`config.mk`:
```
export PLATFORM = sky130hd
export DESIGN_NAME = wb_arb_mux
export DESIGN_NICKNAME = d
export VERILOG_FILES = /design/src/rtl/wb_arb_mux.sv
export SDC_FILE = /design/constraint.sdc
export NUM_CORES = 1
export LEC_CHECK = 0
export CAP_MARGIN = 10
export CORE_ASPECT_RATIO = 0.9
export CORE_UTILIZATION = 40
export CTS_BUF_LIST = sky130_fd_sc_hd__clkbuf_2
export CTS_CLUSTER_SIZE = 12
export DETAILED_ROUTE_END_ITERATION = 10
export GPL_ROUTABILITY_DRIVEN = 0
export HOLD_SLACK_MARGIN = 0.02
export PLACE_DENSITY = 0.93
export SYNTH_ARGS = -nofsm -noshare
export SYNTH_HDL_FRONTEND = slang
export SYNTH_SLANG_ARGS = --single-unit
```
`constraint.sdc`:
```
create_clock -name clk -period 4.8 [get_ports clk]
set_input_delay 1.44 -clock clk [delete_from_list [all_inputs] [get_ports clk]]
set_output_delay 1.44 -clock clk [all_outputs]
set_load 0.02 [all_outputs]
```
`src/rtl/wb_arb_mux.sv`:
```
// wb_arb_mux: N-to-1 registered mux/arbiter (explicit, fixed-priority or round-robin) with valid/ready.
// Define MUX_SKID_EN to add a 1-entry skid register; then in_ready no longer depends on out_ready.
module wb_arb_mux #(
    parameter  int N    = 4,
    parameter  int W    = 32,
    parameter  int MODE = 2,
    localparam int SELW = (N > 1) ? $clog2(N) : 1
) (
    input  logic            clk,
    input  logic            reset,
    input  logic [SELW-1:0] sel,
    input  logic [N-1:0]    in_valid,
    input  logic [N*W-1:0]  in_data,
    output logic [N-1:0]    in_ready,
    output logic            out_valid,
    output logic [W-1:0]    out_data,
    output logic [SELW-1:0] out_src,
    input  logic            out_ready
);

    logic            r_out_valid;
    logic [W-1:0]    r_out_data;
    logic [SELW-1:0] r_out_src;
    logic [SELW-1:0] r_rr_ptr;

    logic            w_any;
    logic [SELW-1:0] w_idx;
    logic [W-1:0]    w_word;
    logic            w_load_ok;
    logic            w_accept;

    // Candidate order: ascending from 0, or from r_rr_ptr with wrap in round-robin mode.
    // MODE 0 only admits the candidate equal to sel, so sel >= N never matches.
    always_comb begin : grant_c
        int j;
        // NOTE: every always_comb output gets a default first so no path can infer a latch.
        w_any = 1'b0;
        w_idx = '0;
        j     = 0;
        for (int k = 0; k < N; k++) begin
            if (MODE == 2) begin
                j = int'(r_rr_ptr) + k;
                if (j >= N) j = j - N;
            end else begin
                j = k;
            end
            if (!w_any && in_valid[j] && (MODE != 0 || sel == SELW'(j))) begin
                w_any = 1'b1;
                w_idx = SELW'(j);
            end
        end
    end

    always_comb begin : word_c
        w_word = '0;
        for (int i = 0; i < N; i++) begin
            if (w_idx == SELW'(i)) w_word = in_data[i*W +: W];
        end
    end

    always_comb begin : ready_c
        in_ready = '0;
        for (int i = 0; i < N; i++) begin
            in_ready[i] = w_any && (w_idx == SELW'(i)) && w_load_ok && !reset;
        end
    end

    assign w_accept = |in_ready;

    always_ff @(posedge clk) begin
        // NOTE: sequential state uses non-blocking assignments so every register samples pre-edge values.
        if (reset) begin
            r_rr_ptr <= '0;
        end else if (w_accept) begin
            r_rr_ptr <= (w_idx == SELW'(N-1)) ? '0 : w_idx + 1'b1;
        end
    end

`ifdef MUX_SKID_EN
    logic            r_skid_full;
    logic [W-1:0]    r_skid_data;
    logic [SELW-1:0] r_skid_src;

    assign w_load_ok = !r_skid_full;

    // The skid only fills while the output register is stalled, so skid full implies out_valid.
    always_ff @(posedge clk) begin
        if (reset) begin
            r_out_valid <= 1'b0;
            r_out_data  <= '0;
            r_out_src   <= '0;
            r_skid_full <= 1'b0;
            r_skid_data <= '0;
            r_skid_src  <= '0;
        end else if (r_skid_full) begin
            if (out_ready) begin
                r_out_data  <= r_skid_data;
                r_out_src   <= r_skid_src;
                r_skid_full <= 1'b0;
            end
        end else if (w_accept) begin
            if (r_out_valid && !out_ready) begin
                r_skid_data <= w_word;
                r_skid_src  <= w_idx;
                r_skid_full <= 1'b1;
            end else begin
                r_out_valid <= 1'b1;
                r_out_data  <= w_word;
                r_out_src   <= w_idx;
            end
        end else if (out_ready) begin
            r_out_valid <= 1'b0;
        end
    end
`else
    assign w_load_ok = !r_out_valid || out_ready;

    always_ff @(posedge clk) begin
        if (reset) begin
            r_out_valid <= 1'b0;
            r_out_data  <= '0;
            r_out_src   <= '0;
        end else if (w_load_ok) begin
            r_out_valid <= w_accept;
            if (w_accept) begin
                r_out_data <= w_word;
                r_out_src  <= w_idx;
            end
        end
    end
`endif

    assign out_valid = r_out_valid;
    assign out_data  = r_out_data;
    assign out_src   = r_out_src;

endmodule

```
## Yosys cells after proc, flatten, opt, wreduce, memory -nomap -nowiden

Index checks and enable logic that the tools add are counted.

| operators by class | value |
|---|---|
| add/subtract/negate cells | 8 |
| magnitude comparators | 8 |
| equal/unequal tests | 3 |
| mux-type cells | 29 |
| reductions and logical operators | 24 |

Operators by type and width:

| kind | count |
|---|---|
| 2-to-1 mux 32 bit | 8 |
| less-than comparator 32 x 4 -> 1 bit (second input constant) | 4 |
| logical AND 1 bit | 15 |
| 2-to-1 mux 1 bit | 12 |
| subtractor 3 x 3 -> 4 bit (second input constant) | 3 |
| 2-to-1 mux 2 bit | 5 |
| >= comparator 3 bit (second input constant) | 3 |
| binary-select mux 1 bit (select 2 bit) | 4 |
| adder 2 x 2 -> 3 bit (second input constant) | 2 |
| logical NOT 1 bit | 5 |
| == test 2 bit (second input constant) | 2 |
| OR reduction 4 bit | 1 |
| subtractor 2 x 3 -> 4 bit (second input constant) | 1 |
| adder 2 x 1 -> 3 bit (second input constant) | 1 |
| >= comparator 2 x 3 -> 1 bit (second input constant) | 1 |
| adder 2 x 1 -> 2 bit (second input constant) | 1 |
| == test 2 x 1 -> 1 bit (second input constant) | 1 |
| logical NOT 2 bit | 1 |
| AND reduction 2 bit | 1 |
| logical OR 1 bit | 1 |

| storage, ports and cells | value |
|---|---|
| bits in registers | 37 |
| input port bits | 137 |
| output and inout port bits | 39 |
| word-level logic and storage cells | 76 |

## Logic depth before layout (Yosys ltp)

| logic depth | value |
|---|---|
| word-level depth | 21 |
| depth in mapped cells | 13 |
| mapped depth without buffers | 9 |

## Worst setup path before layout

Ideal clock, no wire load.

| timing | value |
|---|---|
| kind | input port to output port |
| start point | input port in_valid[0] |
| end point | output port in_ready[1] |
| arrival | 2.791 ns |
| data required time | 3.360 ns |
| slack | 0.569 ns |
| cell stages on the path | 7 |
| buffers on the path | 2 |
| cells stage by stage | a21oi_1 o21a_1 o22ai_1 ha_1 buf_2 clkbuf_1 and2_1 |

| between the ends | value |
|---|---|
| word-level cells in the longest chain between the ends | 17 |
| elaborated cells between the ends (all ways) | 30 |
| those cells by class | eq/ne (1); mux (20); reduce/logical (9) |

RTL lines:

| element | line | RTL |
|---|---|---|
| from (decl) | 12 | `input logic [N-1:0] in_valid,` |
| binary-select mux 1 bit (select 2 bit) | 47 | `if (!w_any && in_valid[j] && (MODE != 0 \|\| sel == SELW'(j))) begin` |
| 2-to-1 mux 1 bit (implied by the code) (2 in a row) | 47 |  |
| 2-to-1 mux 1 bit | 47 |  |
| logical NOT 1 bit | 47 |  |
| logical AND 1 bit | 47 |  |
| 2-to-1 mux 1 bit | 47 |  |
| logical NOT 1 bit | 47 |  |
| logical AND 1 bit | 47 |  |
| 2-to-1 mux 1 bit | 47 |  |
| logical NOT 1 bit | 47 |  |
| logical AND 1 bit | 47 |  |
| 2-to-1 mux 2 bit | 47 |  |
| == test 2 x 1 -> 1 bit | 64 | `in_ready[i] = w_any && (w_idx == SELW'(i)) && w_load_ok && !reset;` |
| logical AND 1 bit (*) (3 in a row) | 64 |  |
| to (decl) | 14 | `output logic [N-1:0] in_ready,` |

Mark *: on every way between the ends. The rest lies on a longest branch, timed or not. The select of a mux whose other input is x is not followed.

## Final worst setup path

| timing | value |
|---|---|
| start point | input port in_valid[1] |
| end point | output port in_ready[0] |

| between the ends | value |
|---|---|
| word-level cells in the longest chain between the ends | 17 |
| elaborated cells between the ends (all ways) | 30 |
| those cells by class | mux (20); reduce/logical (10) |

RTL lines:

| element | line | RTL |
|---|---|---|
| binary-select mux 1 bit (select 2 bit) | 47 |  |
| 2-to-1 mux 1 bit (implied by the code) (2 in a row) | 47 |  |
| 2-to-1 mux 1 bit | 47 |  |
| logical NOT 1 bit | 47 |  |
| logical AND 1 bit | 47 |  |
| 2-to-1 mux 1 bit | 47 |  |
| logical NOT 1 bit | 47 |  |
| logical AND 1 bit | 47 |  |
| 2-to-1 mux 1 bit | 47 |  |
| logical NOT 1 bit | 47 |  |
| logical AND 1 bit | 47 |  |
| 2-to-1 mux 2 bit (*) | 47 |  |
| named net w_idx[0] | 27 | `logic [SELW-1:0] w_idx;` |
| logical NOT 2 bit (*) | 64 |  |
| logical AND 1 bit (*) (3 in a row) | 64 |  |

Mark *: on every way through the listed nets, which the timed path passes. The rest lies on a longest branch. The select of a mux whose other input is x is not followed.

==> metrics.log <==
[metrics] setup repair after global routing missed its margin: no
[metrics] final HPWL from detailed placement: 6426 um
[metrics] area share of the leading cell type in the synthesized netlist: 0.2756
[metrics] maximum clock insertion buffer count: 2
[metrics] Worst Skew: approximately 7.4 ps
[metrics] DR DRC count: 0
[metrics] number of storage elements in the synthesis netlist: 37
[metrics] static leakage: around 1.7 nW
[metrics] count of inserted antenna diode cells: 0
[metrics] CTS Root Buffer Type: sky130_fd_sc_hd__clkbuf_2
[metrics] hold path startpoint: out_src[1]
[metrics] number of buffers created by CTS: 5
[metrics] class of the tightest hold or removal check: flip-flop to flip-flop
[metrics] effective utilization at floorplan: 0.4254
[metrics] data required time at the worst endpoint: 3360 ps
[metrics] sink count of the clock tree: 37
[metrics] top cell type by total area after synthesis: sky130_fd_sc_hd__dfxtp_1
[metrics] clock network fraction of design power: 0.108
[metrics] Reg2Reg Launch Point: r_rr_ptr[1]
[metrics] final critical path time including I/O delays and setup: around 4700 ps
[metrics] total number of H-tree levels: 2
[metrics] mean number of vias per cell: ~5.4
[metrics] Worst R2R Setup Slack: 1630 ps
[metrics] minimum setup slack in the final design: ~83 ps
[metrics] wire length of the first global-routing pass: about 13000 um
[metrics] number of hold violations in the final report: 0
[metrics] Switching Share: 0.4015
[metrics] TritonCTS clock tree: built
[metrics] dominant combinational cell family by area after synthesis: simple AND/OR/NAND/NOR gates
[metrics] critical path startpoint category: primary input
[metrics] adder and majority cell fraction of the synthesized area: 0.01862
[metrics] worst-case reg-to-reg path depth: 10
[metrics] vias: slightly above 3000
[metrics] critical path capture point type: output pin
[metrics] share of total power in sequential cells: 0.312
[metrics] insertion delay to the later sink of the worst-skew pair: 370 ps
[metrics] row count: 27
[metrics] drt initial violations: 95
[metrics] maximum operating frequency: about 0.21 GHz
[metrics] dpl cell area: 4393 um^2
[metrics] slowest cell on the critical path: sky130_fd_sc_hd__clkdlybuf4s50_1
[metrics] cell area power density: just under 300 nW/um^2
[metrics] XOR/XNOR share of the synthesized area: 0
[metrics] net count reported at finish: 629
[metrics] endpoint of the worst hold path: out_src[1]
[metrics] Worst Max-Slew Pin Slew: 632.5 ps
[metrics] ratio of final minimum period to clock period: 0.9826
[metrics] routed wire length per instance: 15.14 um
[metrics] mux cell area share after synthesis: 0.003724
[metrics] crit path DAT: around 3300 ps
[metrics] Avg Inst Size Synth: 7.999 um^2
[metrics] commonest non-fill, non-tap cell in the layout: sky130_fd_sc_hd__clkdlybuf4s50_1
[metrics] post-route setup TNS: 0 ps
[metrics] count of hold-fix buffers inserted at cts: 0
[metrics] Filler Cells Inserted: roughly 510
[metrics] Setup CP Type: primary input to output pin
[metrics] vias in the first global route: ~3000
[metrics] overflow left after global routing: 0
[metrics] cell area after layout: around 4400 um^2
[metrics] count of nets left with antenna violations after detail routing: 0
[metrics] Total GRT Usage: 0.2419
[metrics] Mapped Nets: approximately 480
[metrics] Layout area overhead: 65.04%
[metrics] Net Sw Power: 514.0 uW
[metrics] overall routed net length: between 8000 and 9000 um
[metrics] initial antenna violation count: 0
[metrics] max-slew headroom at the worst pin: 0.5783
[metrics] Mapped Area: about 2700 um^2
[metrics] die area: 7052 um^2
[metrics] total design power: between 1 and 1.5 mW
[metrics] status: completed
[metrics] max cap viols: 0
[metrics] pins over their slew limit: 0
[metrics] leading cell types in the layout, fill and taps excluded: sky130_fd_sc_hd__clkdlybuf4s50_1, sky130_fd_sc_hd__a21oi_1, sky130_fd_sc_hd__dfxtp_1, sky130_fd_sc_hd__inv_1, sky130_fd_sc_hd__a211oi_1
[metrics] gate count after technology mapping: 336
[metrics] first-pass iteration count of the detailed router: 4
[metrics] highest ir drop seen on vdd: 0.0002007 V
[metrics] total of buffers placed on input and output ports: about 170
[metrics] Netlist cell types: 32
[metrics] complex-gate fraction of the synthesized area: 0.2821
[metrics] portion of total power attributed to combinational logic: 0.581
[metrics] sequential element share of the synthesized area: 0.2756
[metrics] crit-path cells: clkdlybuf4s50_1 -> a21boi_0 -> o22ai_1 -> nor2_1 -> inv_1 -> ha_1 -> and2_1 -> dlygate4sd2_1
[metrics] total area of multi-input combinational cells: approximately 1600 um^2
[metrics] largest stage delay on the critical path: between 500 and 600 ps
[metrics] internal power: ~770 uW
[metrics] num ports: roughly 180
[metrics] cell depth of the worst min-delay path: 2
[metrics] simple logic cell fraction of the synthesized area: 0.2905
[metrics] final cell utilization of the core: 0.7021
[metrics] number of setup violations in the final report: 0
[metrics] area inside the core boundary: 6317 um^2
[metrics] clock transition at the registers of the reported paths: 180 ps
[metrics] Critical R2R Capture: out_src[1]
[metrics] DIE HEIGHT: roughly 80 um
[metrics] area of all sequential standard cells: around 740 um^2
[metrics] Synth area leaders: sky130_fd_sc_hd__dfxtp_1, sky130_fd_sc_hd__a221oi_1, sky130_fd_sc_hd__a211oi_1, sky130_fd_sc_hd__nand3b_1, sky130_fd_sc_hd__a21oi_1
[metrics] fraction of layout instances using a drive strength above 1: 0.1247
[metrics] maximum net fanout on the critical path: 5
[metrics] number of warnings issued by yosys: 0
[metrics] die width: about 88 um
[metrics] maximum number of pins on one net before global-route repair: 66
[metrics] worst setup timing slack at the placement stage: -193.5 ps
worst max-delay path: cells and delay by family:
| kind | cells | cell delay (ps) |
|---|---|---|
| AO/OA/AOI/OAI | 2 | 340 |
| adder cells (fa/ha/maj) | 1 | 210 |
| buffers and inverters | 3 | 970 |
| AND/OR/NAND/NOR | 2 | 310 |
layout make-up:
type,instances,share of cell area
timing repair buffer,183,0.4054
multi-input combinational,225,0.3636
sequential,37,0.1670
inverter,36,0.03047
tap,87,0.02454
clock buffer,6,0.006770
clock inverter,2,0.002257
through the flow:
| stage | std cells | hold slack, ps |
|---|---|---|
| 3_3_place_gp | 568 | 445.1 |
| 2_1_floorplan | 336 | 475.8 |
| 3_5_place_dp | 568 | 448.1 |
| 6_report | 576 | 468.4 |
| 5_1_grt | 576 | 498.0 |
| 4_1_cts | 576 | 470.4 |
flip-flops by register name, indices dropped and copies added, names as in the netlist:
register	count
out_src	2
r_rr_ptr	2
out_valid	1
out_data	32
kinds of logic (layout without fill, tap and decap cells):
group           count (synthesis)  count (layout)
simple gates                  112             112
mux                             1               1
flops                          37              37
fa+ha+maj                       4               4
compound gates                108             108
buf+inv                        74             227
cell usage after synthesis:
library cell	n
sky130_fd_sc_hd__nand3b_1	32
sky130_fd_sc_hd__o21a_1	1
sky130_fd_sc_hd__nand4_2	1
sky130_fd_sc_hd__nor2_1	14
sky130_fd_sc_hd__a21boi_0	1
sky130_fd_sc_hd__dfxtp_1	37
sky130_fd_sc_hd__nand2_1	3
sky130_fd_sc_hd__buf_2	5
sky130_fd_sc_hd__nor2_4	6
sky130_fd_sc_hd__and4_4	1
sky130_fd_sc_hd__buf_1	4
sky130_fd_sc_hd__nor3_1	18
sky130_fd_sc_hd__nor2_2	13
sky130_fd_sc_hd__buf_4	1
sky130_fd_sc_hd__a31o_2	1
sky130_fd_sc_hd__nand2b_1	1
sky130_fd_sc_hd__nor3b_1	1
sky130_fd_sc_hd__mux2i_1	1
sky130_fd_sc_hd__and3_1	1
sky130_fd_sc_hd__buf_6	8
sky130_fd_sc_hd__nor3_2	15
sky130_fd_sc_hd__a221oi_1	32
sky130_fd_sc_hd__ha_1	4
sky130_fd_sc_hd__o22ai_1	2
sky130_fd_sc_hd__or4_4	1
sky130_fd_sc_hd__a211oi_1	33
sky130_fd_sc_hd__or4_1	1
sky130_fd_sc_hd__and2_1	4
sky130_fd_sc_hd__o221ai_1	1
sky130_fd_sc_hd__clkbuf_1	20
sky130_fd_sc_hd__a21oi_1	37
sky130_fd_sc_hd__inv_1	36
repair_timing:
| action | in CTS | in global routing |
|---|---|---|
| gates resized for setup | 5 | 1 |
| setup endpoints to repair | 4 | 1 |
| pin swaps | 0 | 0 |
| hold endpoints to repair | 0 | 0 |
| setup buffers | 0 | 0 |
metal layers:
layer  part of all wire  global-route usage  up-vias
met3              0.096             0.07135       14
li1                   -                   -     1536
met2               0.48              0.4338      122
met4              0.018             0.08710        0
met1               0.40              0.2675     1436
met5                  0                   0        -
power by group through the flow:
stage / clock, mW / combinational (mW) / sequential [mW]
after global placement: 0 / 0.725 / 0.402
after CTS: 0.144 / 0.746 / 0.399
after detailed placement: 0 / 0.745 / 0.406
after floorplan: 0 / 0.408 / 0.465
final: 0.138 / 0.743 / 0.399
after global routing: 0.160 / 0.808 / 0.406
worst max-delay path by stage:
stage,startpoint,end,slack [ps],cells past startpoint
detailed placement,in_valid[0],in_ready[2],-190,8
global route,in_valid[1],in_ready[0],20,8
floorplan,in_valid[0],in_ready[1],570,7
finish,in_valid[1],in_ready[0],80,8
CTS,in_valid[1],in_ready[0],80,8
global placement,in_valid[0],in_ready[1],-60,7
Power figures use the tool's default switching activity.
